### src/rtl/pid_scheduler_if.sv
// Avalon-MM style bus between the PID sweep scheduler and the muxed pid_controller slaves.
interface pid_scheduler_if #(
  parameter int NUM_CHANNELS = 4
);
  logic [NUM_CHANNELS-1:0] chipselect;
  logic [3:0]              address;
  logic                    write;
  logic                    read;
  logic [31:0]             writedata;
  logic [31:0]             readdata;
  logic                    waitrequest;

  modport master (
    output chipselect, address, write, read, writedata,
    input  readdata, waitrequest
  );

  modport slave (
    input  chipselect, address, write, read, writedata,
    output readdata, waitrequest
  );
endinterface

### src/rtl/pid_scheduler.sv
// Periodically sweeps NUM_CHANNELS pid_controllers over Avalon: write setpoint, write
// process value, read the controller output, with per-transfer stall timeout.
module pid_scheduler #(
  parameter int NUM_CHANNELS   = 4,
  parameter int PERIOD_CYCLES  = 50000,
  parameter int TIMEOUT_CYCLES = 255
) (
  input  logic                      clock,
  input  logic                      reset_n,
  input  logic                      enable,
  input  logic [32*NUM_CHANNELS-1:0] sp_in,
  input  logic [32*NUM_CHANNELS-1:0] pv_in,
  pid_scheduler_if.master           m,
  output logic [32*NUM_CHANNELS-1:0] result_out,
  output logic                      sweep_done,
  output logic                      overrun,
  output logic [NUM_CHANNELS-1:0]   timeout_err
);

  localparam int CNT_W   = $clog2(PERIOD_CYCLES);
  localparam int CH_W    = (NUM_CHANNELS > 1) ? $clog2(NUM_CHANNELS) : 1;
  localparam int STALL_W = $clog2(TIMEOUT_CYCLES + 1);

  typedef enum logic [2:0] {IDLE, WR_SP, WR_PV, RD_RES, NEXT} state_t;

  state_t             state;
  state_t             state_next;
  logic [CNT_W-1:0]   period_cnt;
  logic [CH_W-1:0]    ch;
  logic [STALL_W-1:0] stall_cnt;
  logic [31:0]        sp_snap [NUM_CHANNELS];
  logic [31:0]        pv_snap [NUM_CHANNELS];
  logic [31:0]        result  [NUM_CHANNELS];

  logic tick;
  logic xfer;
  logic abort;
  logic last_ch;
  logic start;

  assign tick    = (period_cnt == CNT_W'(PERIOD_CYCLES - 1));
  assign xfer    = (state == WR_SP) || (state == WR_PV) || (state == RD_RES);
  assign abort   = xfer && m.waitrequest && (stall_cnt == STALL_W'(TIMEOUT_CYCLES - 1));
  assign last_ch = (ch == CH_W'(NUM_CHANNELS - 1));
  assign start   = (state == IDLE) && tick && enable;

  for (genvar k = 0; k < NUM_CHANNELS; k++) begin : g_result
    assign result_out[32*k +: 32] = result[k];
  end

  always_ff @(posedge clock or negedge reset_n) begin
    if (!reset_n) begin
      period_cnt <= '0;
    end else if (tick) begin
      period_cnt <= '0;
    end else begin
      period_cnt <= period_cnt + CNT_W'(1);
    end
  end

  always_ff @(posedge clock or negedge reset_n) begin
    if (!reset_n) begin
      state <= IDLE;
    end else begin
      state <= state_next;
    end
  end

  // Bus outputs decode purely from state/ch/snapshots, so they hold still during a stall.
  always_comb begin
    state_next   = state;
    m.chipselect = '0;
    m.address    = 4'd0;
    m.write      = 1'b0;
    m.read       = 1'b0;
    m.writedata  = 32'd0;
    sweep_done   = 1'b0;
    case (state)
      IDLE: begin
        if (start) state_next = WR_SP;
      end
      WR_SP: begin
        m.chipselect = NUM_CHANNELS'(1) << ch;
        m.write      = 1'b1;
        m.address    = 4'd4;
        m.writedata  = sp_snap[ch];
        if (abort) state_next = NEXT;
        else if (!m.waitrequest) state_next = WR_PV;
      end
      WR_PV: begin
        m.chipselect = NUM_CHANNELS'(1) << ch;
        m.write      = 1'b1;
        m.address    = 4'd5;
        m.writedata  = pv_snap[ch];
        if (abort) state_next = NEXT;
        else if (!m.waitrequest) state_next = RD_RES;
      end
      RD_RES: begin
        m.chipselect = NUM_CHANNELS'(1) << ch;
        m.read       = 1'b1;
        m.address    = 4'd0;
        if (abort || !m.waitrequest) state_next = NEXT;
      end
      NEXT: begin
        sweep_done = last_ch;
        state_next = last_ch ? IDLE : WR_SP;
      end
      default: state_next = IDLE;
    endcase
  end

  always_ff @(posedge clock or negedge reset_n) begin
    if (!reset_n) begin
      ch          <= '0;
      stall_cnt   <= '0;
      overrun     <= 1'b0;
      timeout_err <= '0;
      for (int k = 0; k < NUM_CHANNELS; k++) begin
        sp_snap[k] <= '0;
        pv_snap[k] <= '0;
        result[k]  <= '0;
      end
    end else begin
      if (start) begin
        ch <= '0;
        for (int k = 0; k < NUM_CHANNELS; k++) begin
          sp_snap[k] <= sp_in[32*k +: 32];
          pv_snap[k] <= pv_in[32*k +: 32];
        end
      end else if (state == NEXT && !last_ch) begin
        ch <= ch + CH_W'(1);
      end

      if (xfer && m.waitrequest && !abort) stall_cnt <= stall_cnt + STALL_W'(1);
      else stall_cnt <= '0;

      if (abort) timeout_err[ch] <= 1'b1;
      if (state == RD_RES && !m.waitrequest) result[ch] <= m.readdata;

      // A tick while busy is dropped rather than queued.
      if (tick && state != IDLE) overrun <= 1'b1;
    end
  end

endmodule

### src/flat_wrapper.sv
// flat-port wrapper written by rule: the top's interface ports become plain ports
module pid_scheduler_flat 
#(
  parameter int NUM_CHANNELS   = 4,
  parameter int PERIOD_CYCLES  = 50000,
  parameter int TIMEOUT_CYCLES = 255
)
  (clock, reset_n, enable, sp_in, pv_in, result_out, sweep_done, overrun, timeout_err, m_chipselect, m_address, m_write, m_read, m_writedata, m_readdata, m_waitrequest);
  pid_scheduler_if #(.NUM_CHANNELS(NUM_CHANNELS)) m_i ();
  input  logic clock;
  input  logic reset_n;
  input  logic enable;
  input  logic [32*NUM_CHANNELS-1:0] sp_in;
  input  logic [32*NUM_CHANNELS-1:0] pv_in;
  output logic [32*NUM_CHANNELS-1:0] result_out;
  output logic sweep_done;
  output logic overrun;
  output logic [NUM_CHANNELS-1:0] timeout_err;
  output wire logic [$bits(m_i.chipselect)-1:0] m_chipselect;
  output wire logic [$bits(m_i.address)-1:0] m_address;
  output wire logic [$bits(m_i.write)-1:0] m_write;
  output wire logic [$bits(m_i.read)-1:0] m_read;
  output wire logic [$bits(m_i.writedata)-1:0] m_writedata;
  input wire logic [$bits(m_i.readdata)-1:0] m_readdata;
  input wire logic [$bits(m_i.waitrequest)-1:0] m_waitrequest;
  assign m_chipselect = m_i.chipselect;
  assign m_address = m_i.address;
  assign m_write = m_i.write;
  assign m_read = m_i.read;
  assign m_writedata = m_i.writedata;
  assign m_i.readdata = m_readdata;
  assign m_i.waitrequest = m_waitrequest;
  pid_scheduler #(.NUM_CHANNELS(NUM_CHANNELS), .PERIOD_CYCLES(PERIOD_CYCLES), .TIMEOUT_CYCLES(TIMEOUT_CYCLES)) u_core (.clock(clock), .reset_n(reset_n), .enable(enable), .sp_in(sp_in), .pv_in(pv_in), .m(m_i), .result_out(result_out), .sweep_done(sweep_done), .overrun(overrun), .timeout_err(timeout_err));
endmodule
### config.mk
export PLATFORM = sky130hd
export DESIGN_NAME = pid_scheduler_flat
export DESIGN_NICKNAME = d
export VERILOG_FILES = /design/src/rtl/pid_scheduler_if.sv /design/src/rtl/pid_scheduler.sv /design/src/flat_wrapper.sv
export SDC_FILE = /design/constraint.sdc
export NUM_CORES = 1
export LEC_CHECK = 0
export CORE_MARGIN = 4
export CORE_UTILIZATION = 49
export DETAILED_ROUTE_END_ITERATION = 6
export MAX_ROUTING_LAYER = met4
export PLACE_DENSITY = 0.84
export SYNTH_ARGS = -nofsm -noshare
export SYNTH_HDL_FRONTEND = slang
export SYNTH_SLANG_ARGS = --single-unit
### constraint.sdc
create_clock -name clock -period 3.26 [get_ports clock]
set_input_delay 0.326 -clock clock [delete_from_list [all_inputs] [get_ports clock]]
set_output_delay 0.326 -clock clock [all_outputs]
set_load 0.01 [all_outputs]
==> summary.md, run 1 <==
| Metric | Value |
|---|---|
| Outcome | `completed` |
| Syn avg cell area | `16.3 sq um` |
| Mapped cell area | `17800 sq um` |
| Root buf cell | `clkbuf_16` |
| Worst stage delay on the critical path | `580 ps` |
| Number of synthesis warnings | `0` |
| DRC viols | `0` |
| Total GRT Usage | `24.7%` |
| Initial DRC Count | `421` |
| Utilization after layout | `68.6%` |
| Final setup skew | `14.9 ps` |
| Final hold slack | `369 ps` |
| Routed WL | `48.0 mm` |
| Final ANT Viol Nets | `0` |
| Congestion Overflow GR | `0` |
| Setup crit start kind | `flop` |
| Setup tns final | `0 ps` |
| 1st-pass router iterations | `4` |
| Post-route cell area | `24500 sq um` |
| Placed standard-cell area | `23000 sq um` |
| Total CTS buffers | `44` |
| Hold Crit Class | `in -> async` |
| CTS clk-pin slew, worst paths | `60 ps` |
| Final #Nets | `1867` |
| Max-slew violations | `0` |
| Register area | `10500 sq um` |
| Postcts setup bufs | `0` |
| Number of global-route vias before repair | `12.1k` |
| First-pass GRT wire length | `72.3 mm` |
| R2R cell count | `6` |
| Synth async-reset ratio | `100%` |
| H-tree depth | `2` |
| Cell Pwr Density | `435 nW/um^2` |
| P_leak | `12.0 nW` |
| Worst ir drop on vdd | `0.000483 V` |
| Core box area | `35700 sq um` |
| Final Power | `10.7 mW` |
| Std-Cell Rows | `69` |
| Clock buffer depth | `3` |
| RSZ-0062 raised after global routing | `false` |
| CP max-delay cell | `dfrtp_4` |
| Crit-path cells | `buf_16, mux4_2, a22o_1, clkdlybuf4s50_1` |
| Placed instance count | `1982` |
| Fin crit share | `95.8%` |
| Max Freq | `0.320 GHz` |
| Worst Path Buf+Inv | `2` |
| Crit path kind | `reg -> out` |
| Min setup slack post-route | `138 ps` |
| Worst R2R End | `u_core.pv_snap[40]` |
| Ys flop type | `dfrtp_1` |
| Worst R2R Setup Slack | `630 ps` |
| Max-Cap Viols | `0` |
| Layout cells sized above 1 | `18.6%` |
| GPL Wtd Cong | `0.870` |
| CTS tree | `yes` |
| Area occupied by multi-input gates | `6920 sq um` |
| Initial Util | `49.9%` |
| Worst skew pair latency | `550 ps` |
| Final Non-Filler Cells | `2077` |
| Number of distinct library cells after synthesis | `43` |
| Die Ht | `199 um` |
| Area growth syn-to-layout | `37.5%` |
| Pre-CTS WS | `628 ps` |
| Peak fanout along the critical path | `35` |
| Vias | `11.3k` |
| Largest net degree at the start of global routing | `86` |
| Fin crit period | `3120 ps` |
| Top Family by Delay on Critical Path | `buffers and inverters` |
| Via-per-instance ratio | `5.46` |
| Post-synthesis sequential area ratio | `58.6%` |
| EDFF count, synth | `0` |
| Final hold vios | `0` |
| Port-buffer cells | `465` |
| Syn Inst Count | `1093` |
| Die width | `199 um` |
| Crit end category | `primary output` |
| Worst Max-Slew Pin Slew | `881 ps` |
| Critical Path RT | `2930 ps` |
| Reg-to-Reg Start | `u_core.period_cnt[7]` |
| I/O pin count | `468` |
| Layout fillers | `2389` |
| Initial antenna violation count | `14` |
| Critical Path AT | `2800 ps` |
| Post-DP HPWL | `35.4 mm` |
| Max_slew headroom | `40.7%` |
| Final setup fails | `0` |
| FF+latch count, synth | `418` |
| Die Footprint | `39500 sq um` |
| Clock net sink count | `418` |
| WL/cell | `23.1 um` |
## where the power goes
group / leakage (nW) / internal, mW / switching, mW
Sequential: 5.82 / 5.19 / 0
Combinational: 5.44 / 0.321 / 0.184
Clock: 0.708 / 2.95 / 2.02
## registers in the layout, summed over array words and instances (netlist names)
register	flops
u_core.ch	2
u_core.overrun	1
u_core.period_cnt	16
u_core.pv_snap	128
u_core.result_out	128
u_core.sp_snap	128
u_core.stall_cnt	8
u_core.state	3
u_core.timeout_err	4
## what timing repair did
action / 4_1_cts / 5_1_grt
endpoints found under the setup margin: 0 / 2
resized for setup: 0 / 2
hold endpoints to repair: 68 / 0
hold buffers: 1 / 0
## logic make-up (layout without fill, tap and decap cells)
| family | after synthesis | after routing | synth area share (%) |
|---|---|---|---|
| fa+ha+maj | 7 | 7 | 0.491 |
| simple gates | 78 | 78 | 2.59 |
| xor+xnor | 19 | 19 | 0.932 |
| flops | 418 | 418 | 58.6 |
| buf+inv | 71 | 578 | 2.70 |
| other cells | 1 | 17 | 0.0210 |
| mux | 451 | 451 | 32.5 |
| compound gates | 48 | 48 | 2.18 |
## synthesized netlist by cell type, types with 6 or more instances
cell / n / area, sq um
and4_1: 6 / 52.6
buf_6: 24 / 270
a22o_1: 32 / 280
nand2_1: 10 / 37.5
xnor2_1: 6 / 52.6
mux2_1: 256 / 2880
nor2_1: 18 / 67.6
mux4_2: 64 / 1440
clkbuf_1: 14 / 52.6
a21oi_1: 6 / 30.0
xor2_1: 13 / 114
ha_1: 7 / 87.6
mux2_2: 129 / 1450
dfrtp_1: 418 / 10500
nand3_1: 10 / 50.1
buf_1: 17 / 63.8
buf_2: 7 / 35.0
## worst register-to-register path, delay by kind of cell (launching register included)
family                 cells  cell delay, ps
and+or+nand+nor            3            1240
buffers and inverters      2             490
DFF                        1             420
muxes                      1             370
## area by class of cell
| type | instances | share of cell area [%] |
|---|---|---|
| sequential | 418 | 42.7 |
| clock inverter | 11 | 0.469 |
| inverter | 4 | 0.0612 |
| antenna | 15 | 0.153 |
| timing repair buffer | 495 | 20.7 |
| tap | 461 | 2.35 |
| multi-input combinational | 605 | 28.2 |
| clock buffer | 68 | 5.39 |
## placed cells by master (no fill, tap or decap), drive strengths merged, types with 13 or more instances in the layout
cell,n
clkdlybuf4s50,463
dfrtp,418
mux2,385
clkbuf,68
mux4,64
a22o,32
buf,30
nor2,18
diode,15
xor2,13
## layer usage
metal | wire length (um) | share of wire (%) | GRT usage [%]
met3 | 4440 | 9.2 | 8.13
met2 | 22900 | 48 | 38.8
met5 | 0 | 0 | -
met4 | 1290 | 2.7 | 7.37
met1 | 19300 | 40 | 31.0
## how the worst max path moves through the flow
| stage | slack, ps | start | to | cells past startpoint |
|---|---|---|---|---|
| floorplan | 830 | u_core.ch[0] | u_core.result_out[10] | 7 |
| global placement | 680 | u_core.ch[0] | m_writedata[15] | 4 |
| detailed placement | 630 | u_core.period_cnt[7] | u_core.pv_snap[12] | 6 |
| CTS | 30 | u_core.ch[0] | m_writedata[15] | 4 |
| global route | 10 | u_core.ch[0] | m_writedata[0] | 4 |
| finish | 140 | u_core.ch[0] | m_writedata[16] | 4 |
(Power assumes the default switching activity.)
==> run 2: changes to the inputs <==
Settings changed: RECOVER_POWER set to 100.
Clock period 3.26 ns to 3 ns, I/O delays scaled along.
==> summary.md, run 2 (synthesis gave the netlist of run 1 again) <==
| Metric | Value |
|---|---|
| Worst stage delay on the critical path | `530 ps` |
| Max-slew violations | `64` |
| CTS tree | `yes` |
| Critical Path RT | `2700 ps` |
| Layout cells sized above 1 | `18.9%` |
| Initial DRC Count | `393` |
| Clock buffer depth | `3` |
| Worst Max-Slew Pin Slew | `1630 ps` |
| Final hold slack | `326 ps` |
| GPL Wtd Cong | `0.915` |
| Commonest non-fill, non-tap cell in the layout | `dfrtp_1` |
| Die width | `199 um` |
| DRC viols | `0` |
| CP max-delay cell | `mux4_2` |
| Worst ir drop on vdd | `0.000480 V` |
| Critical Path AT | `2620 ps` |
| Congestion Overflow GR | `0` |
| Final setup fails | `0` |
| Initial antenna violation count | `16` |
| Setup tns final | `0 ps` |
| Outcome | `finished, violations left` |
| Layout fillers | `2440` |
| Port-buffer cells | `465` |
| Std-Cell Rows | `69` |
| Largest net degree at the start of global routing | `84` |
| Setup crit start kind | `flop` |
| Final ANT Viol Nets | `0` |
| First-pass GRT wire length | `74.2 mm` |
| Number of global-route vias before repair | `12.7k` |
| Clock net sink count | `418` |
| Pre-CTS WS | `449 ps` |
| Max_slew headroom | `-8.89%` |
| Area growth syn-to-layout | `38.2%` |
| Worst skew pair latency | `560 ps` |
| Final setup skew | `22.8 ps` |
| Root buf cell | `clkbuf_16` |
| Max Freq | `0.342 GHz` |
| Initial Util | `49.9%` |
| Number of cells on the critical path | `5` |
| WL/cell | `23.8 um` |
| Failing checks | `capacitance limit, slew limit` |
| Crit-path cells | `buf_12, clkbuf_16, mux4_2, a22o_1, clkdlybuf4s50_1` |
| Final hold vios | `0` |
| Hold Crit Class | `in -> async` |
| Min setup slack post-route | `78.4 ps` |
| Die Footprint | `39500 sq um` |
| Utilization after layout | `69.0%` |
| Total GRT Usage | `25.4%` |
| Routed WL | `49.8 mm` |
| H-tree depth | `2` |
| Commonest cells after routing, fill and taps aside | `dfrtp_1, clkdlybuf4s50_1, mux2_1, dlygate4sd3_1, mux2_2` |
| R2R cell count | `6` |
| Cell Pwr Density | `476 nW/um^2` |
| CTS clk-pin slew, worst paths | `60 ps` |
| Final #Nets | `1878` |
| Fin crit share | `97.4%` |
| Top Family by Delay on Critical Path | `buffers and inverters` |
| Via-per-instance ratio | `5.48` |
| Worst Path Buf+Inv | `3` |
| Placed instance count | `1985` |
| 1st-pass router iterations | `4` |
| Final Non-Filler Cells | `2089` |
| Post-DP HPWL | `35.8 mm` |
| I/O pin count | `468` |
| Die Ht | `199 um` |
| Total CTS buffers | `45` |
| P_leak | `12.7 nW` |
| Crit path kind | `reg -> out` |
| Fin crit period | `2920 ps` |
| Max-Cap Viols | `1` |
| Core box area | `35700 sq um` |
| Crit end category | `primary output` |
| Peak fanout along the critical path | `12` |
| Vias | `11.5k` |
run 2: cell types whose count changed in the layout (fill, tap and decap cells not counted), moves of 3 or more:
cell	change
diode_2	+3
dlymetal6s2s_1	+12
clkbuf_2	+8
dlygate4sd3_1	+133
clkbuf_16	+4
clkbuf_8	-6
clkinv_2	+5
buf_12	-3
buf_4	-5
clkdlybuf4s50_1	-145
run 2: path summary, 6_finish.rpt:
check,slack (ps),startpoint,to
setup / recovery,80,u_core.ch[0],m_writedata[28]
hold / removal,330,reset_n,u_core.result_out[0]
setup reg to reg,350,u_core.period_cnt[7],u_core.pv_snap[65]
hold reg to reg,450,u_core.timeout_err[1],u_core.timeout_err[1]
max in group asynchronous,600,reset_n,u_core.pv_snap[95]
min in group clock,330,pv_in[56],u_core.pv_snap[88]
run 2: cell type report:
class	instances	area (sq um)	share of cell area, %
well taps	461	577	2.34
multi-input cells	605	6910	28.0
flip-flops and latches	418	10500	42.4
diodes	18	45.0	0.183
clock buffers	59	1270	5.16
repair buffers	505	5160	20.9
inverters	4	15.0	0.0609
clock inverters	19	208	0.842
run 2: routing by layer:
metal	share of wire, %	GRT usage (%)	vias to the layer above
met5	0	-	-
met4	2.6	8.81	0
met3	8.9	8.67	74
met2	49	40.4	437
met1	39	30.8	5913
li1	-	-	5030
run 2: where the power goes:
group	total, mW	leakage (nW)	internal, mW	switching (mW)
clock	5.55	0.732	3.32	2.23
combinational	0.542	6.19	0.339	0.203
sequential	5.64	5.82	5.64	0
run 2: stage by stage:
stage	power [mW]	instance area, sq um
2_1_floorplan	5.75	17900
5_1_grt	12.1	24700
4_1_cts	11.9	24600
6_report	11.7	24700
3_3_place_gp	6.30	23100
3_5_place_dp	6.31	23100
run 2: worst register-to-register path: stages, from the launching register on:
cell,delay [ps]
dfrtp_1,430
or4b_1,520
nor4_1,380
and3_4,270
buf_12,200
buf_12,320
mux2_1,420
run 2: what timing repair did:
item                                    CTS  global route
endpoints found under the hold margin    73             0
cloned                                    0             2
resized for setup                         0            16
endpoints found under the setup margin   33             7
pin swaps                                 0             0
buffers inserted                          3             2
hold buffers                              1             0
==> run 3: changes to the inputs <==
Settings changed: SKIP_LAST_GASP set to 1, SLEW_MARGIN set to 20.
==> summary.md, run 3 (synthesis gave the netlist of run 1 again) <==
| Metric | Value |
|---|---|
| Worst ir drop on vdd | `0.000480 V` |
| Port-buffer cells | `465` |
| Final ANT Viol Nets | `0` |
| Std-Cell Rows | `69` |
| Post-route cell area | `24700 sq um` |
| Die width | `199 um` |
| Switching Fraction | `20.7%` |
| Max_slew headroom | `-9.17%` |
| Initial Util | `49.9%` |
| WL/cell | `23.8 um` |
| Core box area | `35700 sq um` |
| 1st-pass router iterations | `4` |
| Total GRT Usage | `25.4%` |
| Largest net degree at the start of global routing | `84` |
| Max-Cap Viols | `1` |
| Critical Path RT | `2700 ps` |
| Utilization after layout | `69.0%` |
| Final #Nets | `1878` |
| Critical Path AT | `2650 ps` |
| Worst skew pair latency | `560 ps` |
| Crit path kind | `reg -> out` |
| Outcome | `finished, violations left` |
| Die Ht | `199 um` |
| Cell Pwr Density | `476 nW/um^2` |
| Setup crit start kind | `flop` |
| Fin crit share | `98.3%` |
| Clock net sink count | `418` |
| Crit end category | `primary output` |
| Failing checks | `capacitance limit, slew limit` |
| P_leak | `12.1 nW` |
| Clock buffer depth | `3` |
| Final setup fails | `0` |
| Root buf cell | `clkbuf_16` |
| Via-per-instance ratio | `5.47` |
| Flop pwr share | `48.1%` |
| GPL Wtd Cong | `0.915` |
| CTS clk-pin slew, worst paths | `60 ps` |
| Internal power | `9.30 mW` |
| CTS tree | `yes` |
| RSZ-0062 raised after global routing | `true` |
| Max-slew violations | `64` |
| Hold Crit Class | `in -> async` |
| Congestion Overflow GR | `0` |
| Vias | `11.4k` |
| Psw | `2.43 mW` |
| Comb pwr share | `4.6%` |
| Final hold vios | `0` |
| Worst Max-Slew Pin Slew | `1640 ps` |
| Number of global-route vias before repair | `12.7k` |
| First-pass GRT wire length | `74.2 mm` |
| Total CTS buffers | `45` |
| H-tree depth | `2` |
| Placed standard-cell area | `23100 sq um` |
| Routed WL | `49.8 mm` |
| Layout cells sized above 1 | `19.1%` |
| Area growth syn-to-layout | `38.1%` |
| DRC viols | `0` |
| Fin crit period | `2950 ps` |
| Die Footprint | `39500 sq um` |
| Peak fanout along the critical path | `12` |
| Commonest cells after routing, fill and taps aside | `clkdlybuf4s50_1, dfrtp_1, mux2_1, mux2_2, mux4_2` |
| Initial antenna violation count | `16` |
| Initial DRC Count | `401` |
| Max Freq | `0.339 GHz` |
| Final setup skew | `22.4 ps` |
| Clock power share | `47.3%` |
| Commonest non-fill, non-tap cell in the layout | `clkdlybuf4s50_1` |
| Post-DP HPWL | `35.8 mm` |
| I/O pin count | `468` |
==> run 3: changes by cell type in the layout (fill, tap and decap cells not counted), sizes merged <==
| cell | change |
|---|---|
| dlymetal6s2s | -10 |
| clkdlybuf4s50 | +143 |
| dlygate4sd3 | -133 |
| buf | +3 |
| clkbuf | -3 |
==> run 3: what timing repair did <==
action	4_1_cts	5_1_grt
hold endpoints to repair	73	0
gates resized for setup	0	6
cloned	0	2
setup buffers	3	2
pin swaps	0	0
endpoints found under the setup margin	33	7
hold buffers	1	0
==> run 3: power by group through the flow <==
stage               registers (mW)  clock network (mW)  logic (mW)
detailed placement            5.74                   0       0.566
global route                  5.63                5.91       0.584
global placement              5.74                   0       0.561
CTS                           5.64                5.68       0.572
floorplan                     5.74                   0     0.00814
finish                        5.64                5.55       0.542
==> run 3: path summary, 6_finish.rpt <==
check	start	cells past startpoint	end	slack, ps
hold / removal	reset_n	2	u_core.result_out[0]	330
max in group asynchronous	reset_n	3	u_core.pv_snap[95]	600
setup / recovery	u_core.ch[0]	5	m_writedata[29]	50
hold reg to reg	u_core.timeout_err[1]	1	u_core.timeout_err[1]	460
min in group clock	pv_in[56]	2	u_core.pv_snap[88]	330
setup reg to reg	u_core.period_cnt[7]	6	u_core.pv_snap[65]	440
==> run 3: critical path: stages (launching register included) <==
cell and delay (ps):
dfrtp_4 510, buf_12 140, clkbuf_16 190, mux4_2 520, a22o_1 240, clkdlybuf4s50_1 480
==> run 3: area by class of cell <==
cell class	count	area, sq um
fillers	2435	11100
flip-flops and latches	418	10500
multi-input cells	605	6920
repair buffers	505	5150
clock buffers	59	1270
well taps	461	577
clock inverters	19	208
diodes	18	45.0
inverters	4	15.0
==> run 3: per-stage QoR <==
| stage | setup slack [ps] | hold slack [ps] | TNS (ps) | std cells | power, mW |
|---|---|---|---|---|---|
| 6_report | 52.5 | 327 | 0 | 2089 | 11.7 |
| 3_5_place_dp | 449 | 355 | 0 | 1985 | 6.31 |
| 2_1_floorplan | 570 | 4.41 | 0 | 1094 | 5.75 |
| 4_1_cts | 18.6 | 292 | 0 | 2067 | 11.9 |
| 3_3_place_gp | 445 | 366 | 0 | 1985 | 6.30 |
| 5_1_grt | -37.2 | 315 | -218 | 2087 | 12.1 |
==> run 3: routing by layer <==
| metal | GRT usage, % | wire [um] |
|---|---|---|
| met5 | - | 0 |
| met4 | 8.81 | 1300 |
| met3 | 8.67 | 4530 |
| met2 | 40.4 | 24400 |
| met1 | 30.8 | 19600 |
